$ cat config.mk
export PLATFORM = sky130hd
export DESIGN_NAME = ram_fifo_ctrl_flat
export DESIGN_NICKNAME = d
export VERILOG_FILES = /design/src/rtl/ram_fifo_pkg.sv /design/src/rtl/ram_fifo_ctrl_if.sv /design/src/rtl/fifo_ptr.sv /design/src/rtl/ram_fifo_ctrl.sv /design/src/flat_wrapper.sv
export SDC_FILE = /design/constraint.sdc
export NUM_CORES = 1
export LEC_CHECK = 0
export BUFFER_PORTS_ARGS = -buffer_cell sky130_fd_sc_hd__buf_2
export CAP_MARGIN = 20
export CORE_MARGIN = 2
export CORE_UTILIZATION = 36
export CTS_BUF_LIST = sky130_fd_sc_hd__clkbuf_16
export CTS_CLUSTER_DIAMETER = 120
export CTS_CLUSTER_SIZE = 14
export DETAILED_ROUTE_END_ITERATION = 16
export GPL_ROUTABILITY_DRIVEN = 0
export PLACE_DENSITY = 0.81
export SLEW_MARGIN = 20
export SYNTH_ARGS = -nofsm -noshare
export SYNTH_HDL_FRONTEND = slang
export SYNTH_HIERARCHICAL = 1
export SYNTH_SLANG_ARGS = --single-unit
$ cat constraint.sdc
create_clock -name Clk -period 1.7 [get_ports Clk]
set_clock_uncertainty 0.15 [all_clocks]
set_input_delay 0.085 -clock Clk [delete_from_list [all_inputs] [get_ports Clk]]
set_output_delay 0.085 -clock Clk [all_outputs]
set_load 0.05 [all_outputs]
$ cat src/rtl/ram_fifo_pkg.sv
// Shared widths and types for the RAM-backed FIFO controller.
// The pointer carries one extra lap bit above the RAM index.
package ram_fifo_pkg;
  localparam int DATA_W = 8;
  localparam int ADDR_W = 4;
  localparam int DEPTH  = 2 ** ADDR_W;

  typedef logic [ADDR_W:0]   ptr_t;
  typedef logic [ADDR_W-1:0] addr_t;
  typedef logic [DATA_W-1:0] data_t;
endpackage

$ cat src/rtl/ram_fifo_ctrl_if.sv
// Push/pop handshake plus the RAM write/read port, bundled for the controller.
// Push is taken on a rising edge when Push=1 and Full=0; Pop is taken when Pop=1 and Empty=0;
// refused requests are dropped (not held) and only raise the sticky error flags.
interface ram_fifo_ctrl_if import ram_fifo_pkg::*; ();
  logic            Push;
  data_t           Push_data;
  logic            Full;
  logic            Pop;
  logic            Empty;
  logic            Pop_valid;
  data_t           Pop_data;
  logic [ADDR_W:0] Count;
  logic            Overflow;
  logic            Underflow;
  logic            Clr_err;
  logic            Ram_we;
  addr_t           Ram_wa;
  data_t           Ram_din;
  logic            Ram_re;
  addr_t           Ram_ra;
  data_t           Ram_dout;

  modport slave (
    input  Push, Push_data, Pop, Clr_err, Ram_dout,
    output Full, Empty, Pop_valid, Pop_data, Count, Overflow, Underflow,
           Ram_we, Ram_wa, Ram_din, Ram_re, Ram_ra
  );

  modport master (
    output Push, Push_data, Pop, Clr_err, Ram_dout,
    input  Full, Empty, Pop_valid, Pop_data, Count, Overflow, Underflow,
           Ram_we, Ram_wa, Ram_din, Ram_re, Ram_ra
  );
endinterface

$ cat src/rtl/fifo_ptr.sv
// Wrap-bit pointer: increments on Inc, rolls over modulo 2**(ADDR_W+1).
module fifo_ptr import ram_fifo_pkg::*; (
  input  logic Clk,
  input  logic Rst_n,
  input  logic Inc,
  output ptr_t Ptr
);

  always_ff @(posedge Clk or negedge Rst_n) begin
    if (!Rst_n) begin
      Ptr <= '0;
    end else if (Inc) begin
      Ptr <= Ptr + ptr_t'(1);
    end
  end

endmodule

$ cat src/rtl/ram_fifo_ctrl.sv
// FIFO controller driving a 1-cycle-latency RAM; flags decoded from wrap-bit pointers.
// Read data is the raw RAM output, qualified by a registered Pop_valid.
module ram_fifo_ctrl import ram_fifo_pkg::*; (
  input logic            Clk,
  input logic            Rst_n,
  ram_fifo_ctrl_if.slave bus
);

  ptr_t wr_ptr;
  ptr_t rd_ptr;
  logic full;
  logic empty;
  logic acc_w;
  logic acc_r;
  logic pop_valid;
  logic overflow;
  logic underflow;

  // Equal index with opposite lap bits means the writer is a full lap ahead.
  assign empty = (wr_ptr == rd_ptr);
  assign full  = (wr_ptr[ADDR_W-1:0] == rd_ptr[ADDR_W-1:0]) &&
                 (wr_ptr[ADDR_W] != rd_ptr[ADDR_W]);

  // Rst_n gating keeps the RAM strobes quiet during an asynchronous reset.
  assign acc_w = Rst_n & bus.Push & ~full;
  assign acc_r = Rst_n & bus.Pop & ~empty;

  fifo_ptr u_wr_ptr (
    .Clk   (Clk),
    .Rst_n (Rst_n),
    .Inc   (acc_w),
    .Ptr   (wr_ptr)
  );

  fifo_ptr u_rd_ptr (
    .Clk   (Clk),
    .Rst_n (Rst_n),
    .Inc   (acc_r),
    .Ptr   (rd_ptr)
  );

  always_ff @(posedge Clk or negedge Rst_n) begin
    if (!Rst_n) begin
      pop_valid <= 1'b0;
      overflow  <= 1'b0;
      underflow <= 1'b0;
    end else begin
      pop_valid <= acc_r;
      // A new error in the same cycle as Clr_err takes priority over the clear.
      if (bus.Push && full) begin
        overflow <= 1'b1;
      end else if (bus.Clr_err) begin
        overflow <= 1'b0;
      end
      if (bus.Pop && empty) begin
        underflow <= 1'b1;
      end else if (bus.Clr_err) begin
        underflow <= 1'b0;
      end
    end
  end

  assign bus.Full      = full;
  assign bus.Empty     = empty;
  assign bus.Count     = wr_ptr - rd_ptr;
  assign bus.Pop_valid = pop_valid;
  assign bus.Pop_data  = bus.Ram_dout;
  assign bus.Overflow  = overflow;
  assign bus.Underflow = underflow;
  assign bus.Ram_we    = acc_w;
  assign bus.Ram_wa    = wr_ptr[ADDR_W-1:0];
  assign bus.Ram_din   = bus.Push_data;
  assign bus.Ram_re    = acc_r;
  assign bus.Ram_ra    = rd_ptr[ADDR_W-1:0];

endmodule
$ cat src/flat_wrapper.sv
// flat-port wrapper written by rule: the top's interface ports become plain ports
module ram_fifo_ctrl_flat import ram_fifo_pkg::*;
  (Clk, Rst_n, bus_Push, bus_Push_data, bus_Pop, bus_Clr_err, bus_Ram_dout, bus_Full, bus_Empty, bus_Pop_valid, bus_Pop_data, bus_Count, bus_Overflow, bus_Underflow, bus_Ram_we, bus_Ram_wa, bus_Ram_din, bus_Ram_re, bus_Ram_ra);
  ram_fifo_ctrl_if bus_i ();
  input logic Clk;
  input logic Rst_n;
  input wire logic [$bits(bus_i.Push)-1:0] bus_Push;
  input wire logic [$bits(bus_i.Push_data)-1:0] bus_Push_data;
  input wire logic [$bits(bus_i.Pop)-1:0] bus_Pop;
  input wire logic [$bits(bus_i.Clr_err)-1:0] bus_Clr_err;
  input wire logic [$bits(bus_i.Ram_dout)-1:0] bus_Ram_dout;
  output wire logic [$bits(bus_i.Full)-1:0] bus_Full;
  output wire logic [$bits(bus_i.Empty)-1:0] bus_Empty;
  output wire logic [$bits(bus_i.Pop_valid)-1:0] bus_Pop_valid;
  output wire logic [$bits(bus_i.Pop_data)-1:0] bus_Pop_data;
  output wire logic [$bits(bus_i.Count)-1:0] bus_Count;
  output wire logic [$bits(bus_i.Overflow)-1:0] bus_Overflow;
  output wire logic [$bits(bus_i.Underflow)-1:0] bus_Underflow;
  output wire logic [$bits(bus_i.Ram_we)-1:0] bus_Ram_we;
  output wire logic [$bits(bus_i.Ram_wa)-1:0] bus_Ram_wa;
  output wire logic [$bits(bus_i.Ram_din)-1:0] bus_Ram_din;
  output wire logic [$bits(bus_i.Ram_re)-1:0] bus_Ram_re;
  output wire logic [$bits(bus_i.Ram_ra)-1:0] bus_Ram_ra;
  assign bus_i.Push = bus_Push;
  assign bus_i.Push_data = bus_Push_data;
  assign bus_i.Pop = bus_Pop;
  assign bus_i.Clr_err = bus_Clr_err;
  assign bus_i.Ram_dout = bus_Ram_dout;
  assign bus_Full = bus_i.Full;
  assign bus_Empty = bus_i.Empty;
  assign bus_Pop_valid = bus_i.Pop_valid;
  assign bus_Pop_data = bus_i.Pop_data;
  assign bus_Count = bus_i.Count;
  assign bus_Overflow = bus_i.Overflow;
  assign bus_Underflow = bus_i.Underflow;
  assign bus_Ram_we = bus_i.Ram_we;
  assign bus_Ram_wa = bus_i.Ram_wa;
  assign bus_Ram_din = bus_i.Ram_din;
  assign bus_Ram_re = bus_i.Ram_re;
  assign bus_Ram_ra = bus_i.Ram_ra;
  ram_fifo_ctrl u_core (.Clk(Clk), .Rst_n(Rst_n), .bus(bus_i));
endmodule
# [Word-level counts from Yosys, hierarchy flattened]
# Index checks and enable logic that the tools add are counted.
[word_totals] inputBits=21 elab_cells=25 register_bits=13 output_inout_bits=36
[op_classes] muxes=3 reduce_logical=5 add_sub_neg=3 n_eq_ne=3 bitwise_logic=6
[op_table] operator="adder 5 x 1 -> 5 bit, second input constant" n=2
[op_table] operator="equality test 5 bit" n=1
[op_table] operator="subtractor 5 bit" n=1
[op_table] operator="bitwise AND 1 bit" n=4
[op_table] operator="equality test 4 bit" n=1
[op_table] operator="nonzero test 2 bit" n=2
[op_table] operator="logical AND 1 bit" n=3
[op_table] operator="2-to-1 mux 1 bit" n=3
[op_table] operator="inverter 1 bit" n=2
[op_table] operator="!= test 1 bit" n=1

# [Longest topological paths before layout]
# Gate-level depths: netlist of run 1.
[logic_depth] word_depth=4 ltp_mapped=7 mapped_depth_nobuf=7

# [By module]
# Netlist of run 1, hierarchy kept.
[modules_own_cells] mod="ram_fifo_ctrl" instances=1 cells_per_inst=50 area_per_inst_um2=419.2 seq_area_each_um2=75.1
[modules_own_cells] mod="fifo_ptr" instances=2 cells_per_inst=14 area_per_inst_um2=200.2 seq_area_each_um2=125.1

# [Worst setup path before layout of run 1]
# OpenSTA, ideal clock, no wires.
[synth_timing] path_kind="reg-to-reg" startpoint="reg u_core.u_rd_ptr.Ptr[1]" endpoint="reg u_core.u_rd_ptr.Ptr[1]" arrival_time_ps=2690 slack_ps=-1265 synth_period_minus_slack_ps=2965 setup_time_ps=125 stages_incl_launch_ff=7 required_time_ps=1425 cell_sequence="dfrtp_1 inv_1 ha_1 nand4_2 nor2_2 nor2_1 mux2_2"
[synth_between] elab_chain_cells=3 elab_cells_between_ends=4
[synth_lines] item="start: declaration" line_no="fifo_ptr.sv:6" text="output ptr_t Ptr"
[synth_lines] item="start signal: assignment" line_no="fifo_ptr.sv:13" text="Ptr <= Ptr + ptr_t'(1);"
[synth_lines] item="equality test 5 bit" line_no="ram_fifo_ctrl.sv:20" text="assign empty = (wr_ptr == rd_ptr);"
[synth_lines] item="net bus_Empty" line_no="flat_wrapper.sv:13" text="output wire logic [$bits(bus_i.Empty)-1:0] bus_Empty;"
[synth_lines] item="inverter 1 bit" line_no="ram_fifo_ctrl.sv:26" text="assign acc_r = Rst_n & bus.Pop & ~empty;"
[synth_lines] item="bitwise AND 1 bit" line_no="ram_fifo_ctrl.sv:26"
[synth_lines] item="net bus_Ram_re" line_no="flat_wrapper.sv:22" text="output wire logic [$bits(bus_i.Ram_re)-1:0] bus_Ram_re;"
# The timed path passes the listed nets, and every way through them passes these cells.
# A chain may end at the register's enable or synchronous reset.

# [Final worst setup path of run 1]
[layout_timing] startpoint="reg u_core.u_wr_ptr.Ptr[0]" endpoint="out bus_Count[4]"
[layout_between] elab_chain_cells=1
[layout_lines] item="start: declaration" line_no="fifo_ptr.sv:6"
[layout_lines] item="start signal: assignment" line_no="fifo_ptr.sv:13"
[layout_lines] item="subtractor 5 bit" line_no="ram_fifo_ctrl.sv:65" text="assign bus.Count = wr_ptr - rd_ptr;"
[layout_lines] item="end: declaration" line_no="flat_wrapper.sv:16" text="output wire logic [$bits(bus_i.Count)-1:0] bus_Count;"
# No other way between the ends.

==> results.md, run 1 <==
* CP startpoint kind: register
* Die X at 51.7 um
* Post-route ant nets at 0
* Top-Level Pins at 57
* Largest net degree at the start of global routing at 9
* TritonCTS clock tree: yes
* Kind of critical path: reg2out
* Mapped Area at 820 um^2
* Global route overflow at 0
* Reg2Reg Depth at 7
* Routed wire length at 2360 um
* Final Slew Violations at 0
* Final Worst Setup Slack at -0.484 ns
* DRC at 0
* First-pass GRT wire length at 3480 um
* Yosys top cell area share at 0.397
* Final setup fails at 15
* Hold Crit Class: in2out
* Area grow syn2layout at 63.7%
* CTS Root Cell: clkbuf_16
* DRT Pass-1 Iters at 4
* Most frequent cells in the layout: buf_2, buf_4, buf_6
* Reg clk slew, reported paths at 0.04 ns
* Share of layout cells above drive strength 1 at 0.688
* CP startpoint: u_core/u_wr_ptr/Ptr[0]
* Period utilization at 1.28
* Vias at 673
* Synthesized Nets at 106
* Crit Path Max Fanout at 2
* Initial cell density of the core at 0.374
* Filler instances at 154
* Final Hold Viols at 0
* Synth Instances at 78
* Final nets at 141
* Crit. End Element: output pin
* HPWL after DPL at 1610 um
* FF-to-FF Start: u_core/u_wr_ptr/Ptr[1]
* Slew margin rel. at 0.777
* Clock sink total at 13
* Vias in the first global route at 736
* Crit path arrival time at 1.95 ns
* Core area at 2190 um^2
* Hold_sp: bus_Ram_dout[5]
* Hold path endpoint: bus_Pop_data[5]
* Area leader, netlist: dfrtp_1
* Sequential share of the synthesized area at 0.397
* Placed cell areas at 1100 um^2
* DR iter-0 viols at 5
* Vias per std cell at 4.81
* Reg2reg setup slack at -0.10 ns
* Num CTS Buffers at 3
* H-tree levels at 1
* N_diodes at 0
* Total GRT Usage at 0.188
* Outcome: finished, violations left
* Cell variety after synth at 17
* Worst Max-Slew Pin Slew at 0.333 ns
* Post-Layout Inst Area at 1340 um^2
* Clock Latency Late Sink at 0.24 ns
* Die footprint at 2670 um^2
* Rows at 17
* Fin crit period at 2.18 ns
* Largest cells by area after synthesis: dfrtp_1, buf_4, ha_1
* Drt wl/cell at 16.9 um
* RSZ-0062 raised after global routing: true
* I/O Buffers at 24
* Die Height at 51.7 um
* Yosys Warn Count at 6
* Worst hold path stage count at 0
* Violated checks: negative setup slack
* Max cap viols at 0
* Syn avg cell area at 10.5 um^2
* Critical R2R Capture: u_core/u_wr_ptr/Ptr[4]
* Flops & latches, synth at 13
* Highest Clock Rate at 458 MHz
* CP Data Required Time at 1.46 ns
* Initial antenna violation count at 0
* Commonest non-fill, non-tap cell in the layout: buf_2
* Bufs on Longest Clock Path at 2
## through the flow
| step | worst slack, ns | hold WS, ns | std cells | utilization | TNS [ns] |
|---|---|---|---|---|---|
| finish | -0.484 | 0.0200 | 140 | 0.612 | -1.78 |
| global placement | -0.242 | -0.230 | 129 | 0.503 | -0.433 |
| global route | -0.540 | 0.0201 | 140 | 0.612 | -2.64 |
| detailed placement | -0.311 | -0.230 | 129 | 0.503 | -0.937 |
| floorplan | -0.442 | -0.361 | 78 | - | -4.96 |
| CTS | -0.468 | 0.0204 | 139 | 0.596 | -1.72 |
## worst max-delay path by stage
stage                                        end  depth (start not counted)
after floorplan           u_core/u_rd_ptr/Ptr[1]                          6
after global placement              bus_Count[4]                          8
after detailed placement            bus_Count[4]                          8
after CTS                           bus_Count[4]                          8
after global routing                bus_Count[4]                          8
final                               bus_Count[4]                          8
## registers in the layout, summed over array words and instances, names as in the netlist
register	count
u_core/u_wr_ptr/Ptr	5
u_core/bus.Underflow	1
u_core/bus.Overflow	1
u_core/bus.Pop_valid	1
u_core/u_rd_ptr/Ptr	5
## layout make-up
cell class / count / area [um^2] / area share
clock buffers: 3 / 75.1 / 0.0560
flip-flops and latches: 13 / 335 / 0.250
repair buffers: 46 / 369 / 0.275
well taps: 28 / 35.0 / 0.0261
clock inverters: 1 / 3.75 / 0.00280
inverters: 7 / 26.3 / 0.0196
multi-input cells: 42 / 497 / 0.370
## critical path, stage by stage, from the launching register on
cell and delay [ns]:
dfrtp_2 0.40, inv_2 0.07, ha_4 0.14, inv_2 0.04
fa_2 0.34, a21o_1 0.20, a21oi_4 0.20, xnor2_4 0.14
buf_6 0.17
## routing by layer
layer	up-vias	global-route usage	routed length, um
met1	326	0.182	847
met3	11	0.0287	123
met2	28	0.365	1300
met5	-	0	0
met4	0	0.118	91
li1	308	-	-
## logic make-up after synthesis
logic type | count (synthesis) | synth area share
AOI/OAI and AO/OA | 6 | 0.0489
xor gates and xnor gates | 13 | 0.139
adders and majority gates | 7 | 0.116
buffers and inverters | 23 | 0.179
DFF | 13 | 0.397
muxes | 2 | 0.0275
and+or+nand+nor | 14 | 0.0931
## cells in the mapped netlist
library cell and n:
a21o_1 1, a21oi_1 2, a22o_1 2, buf_4 16, dfrtp_1 13, fa_1 1, ha_1 6, inv_1 7
mux2_2 2, nand2_1 5, nand4_1 4, nand4_2 1, nor2_1 2, nor2_2 2, o21ai_1 1, xnor2_1 8
xor2_1 5
## timing repair
item	in CTS	in global routing
endpoints found under the setup margin	16	17
hold buffers	3	0
pin swaps	12	7
resized for setup	22	6
hold endpoints to repair	15	0
cloned	0	0
setup buffers	3	2
Power of run 1 is left out: the tool's default activity adds up to more than one toggle a clock period on the data nets, which glitch-free logic cannot reach.
==> inputs of run 2 (changes only) <==
- REMOVE_ABC_BUFFERS: default -> 1
==> results.md, run 2 (same netlist as run 1, synthesis figures left out) <==
* Outcome: finished, violations left
* Violated checks: negative setup slack
* Rows at 17 (unchanged)
* Drt wl/cell at 16.9 um (about the same)
* Share of layout cells above drive strength 1 at 0.615 (-0.0721)
* Max cap viols at 0 (unchanged)
* Vias per std cell at 4.81 (+0.14%)
* Slew margin rel. at 0.793 (+0.0167)
* Post-route ant nets at 0 (unchanged)
* Top Registers: u_core/u_rd_ptr/Ptr: 5 flops, u_core/u_wr_ptr/Ptr: 5 flops
* First-pass GRT wire length at 3590 um (+3.4%)
* CP startpoint kind: register
* Top-Level Pins at 57 (unchanged)
* HPWL after DPL at 1560 um (-3.2%)
* Most frequent cells in the layout: buf_4, buf_2, dfrtp_1
* DRT Pass-1 Iters at 4 (unchanged)
* Reg clk slew, reported paths at 0.04 ns (about the same)
* Final nets at 146 (+3.5%)
* Setup TNS at -1.55 ns (+0.229 ns)
* Final Worst Setup Slack at -0.433 ns (+0.0512 ns)
* Final setup fails at 12 (-3)
* Crit Path Max Fanout at 2 (unchanged)
* Final Slew Violations at 0 (unchanged)
* Commonest non-fill, non-tap cell in the layout: buf_4
* Area grow syn2layout at 64.0%
* Placed cell areas at 1000 um^2 (-8.8%)
* I/O Buffers at 24 (unchanged)
* Vias in the first global route at 731 (-0.68%)
* Initial antenna violation count at 0 (unchanged)
* Vias at 698 (+3.7%)
* DRC at 0 (unchanged)
* H-tree levels at 1 (unchanged)
* TritonCTS clock tree: yes
* Largest net degree at the start of global routing at 11 (+2)
* Crit. End Element: output pin
* Period utilization at 1.25 (-0.0301)
* Fin crit period at 2.13 ns (-0.0512 ns)
* N_diodes at 0 (unchanged)
* Clock sink total at 13 (unchanged)
* Routed wire length at 2450 um (+3.6%)
* Die footprint at 2670 um^2 (unchanged)
* Die X at 51.7 um (unchanged)
* CTS Root Cell: clkbuf_16
* Post-Layout Inst Area at 1340 um^2 (+0.19%)
* Num CTS Buffers at 3 (unchanged)
* Final Hold Viols at 0 (unchanged)
* CP Data Required Time at 1.46 ns (about the same)
* Hold Crit Class: in2out
* Kind of critical path: reg2out
* Initial cell density of the core at 0.374 (unchanged)
* Clock Latency Late Sink at 0.24 ns (about the same)
* Total GRT Usage at 0.190 (+0.00195)
* RSZ-0062 raised after global routing: true
* Global route overflow at 0 (unchanged)
* Core area at 2190 um^2 (unchanged)
* Worst Max-Slew Pin Slew at 0.308 ns (-0.0248 ns)
* Bufs on Longest Clock Path at 2 (unchanged)
* Crit path arrival time at 1.90 ns (-0.05 ns)
* DR iter-0 viols at 3 (-2)
* Highest Clock Rate at 469 MHz (+2.4%)
* Die Height at 51.7 um (unchanged)
==> run 2: cell types whose count changed in the layout (fill, tap and decap cells not counted), moves of 2 or more <==
cell     delta
buf_4       +5
buf_8       +3
buf_6       -3
xnor2_1     +2
dfrtp_1     +7
a21oi_2     +2
dfrtp_2     -7
==> run 2: timing repair <==
action                                  4_1_cts  5_1_grt
hold buffers                                  3        0
endpoints found under the setup margin       17       18
hold endpoints to repair                     15        0
resized for setup                            45        6
pin swaps                                    13        7
buffers inserted                              3        4
==> run 2: final timing paths <==
kind                                         from                endpoint  cells past startpoint  slack, ns
min reg2reg                   u_core/bus.Overflow     u_core/bus.Overflow                      1       0.35
max in group asynchronous                   Rst_n  u_core/u_wr_ptr/Ptr[1]                      3       0.96
min in group asynchronous                   Rst_n     u_core/bus.Overflow                      2       0.08
max                        u_core/u_wr_ptr/Ptr[0]            bus_Count[4]                      8      -0.43
min                               bus_Ram_dout[0]         bus_Pop_data[0]                      0       0.02
max reg2reg                u_core/u_wr_ptr/Ptr[1]  u_core/u_wr_ptr/Ptr[4]                      7      -0.06
==> run 2: per-stage QoR <==
stage	hold WS, ns	instances	util	setup WS, ns
after global routing	0.0203	145	0.613	-0.491
after global placement	-0.208	134	0.459	-0.265
after detailed placement	-0.201	134	0.459	-0.389
final	0.0203	145	0.613	-0.433
after floorplan	-0.361	62	-	-1.27
after CTS	0.0205	142	0.595	-0.410
==> run 2: critical path: stages, from the launching register on <==
cell     delay, ns
dfrtp_1       0.38
inv_2         0.07
ha_4          0.13
inv_2         0.04
fa_2          0.34
a21o_1        0.20
a21oi_2       0.15
xnor2_1       0.13
buf_4         0.22
==> run 2: cell type report <==
class / count / area [um^2]
fill: 163 / 847
multi-input combinational: 42 / 459
timing repair buffer: 51 / 418
sequential: 13 / 327
clock buffer: 3 / 75.1
tap: 28 / 35.0
inverter: 7 / 26.3
clock inverter: 1 / 3.75
==> run 2: layer usage <==
metal / GRT usage / up-vias / share of wire
li1: - / 315 / -
met1: 0.212 / 341 / 0.38
met2: 0.303 / 38 / 0.54
met3: 0.101 / 4 / 0.080
met4: 0.0789 / 0 / 0.0078
met5: 0 / - / 0
Power of run 2 is left out for the same reason.
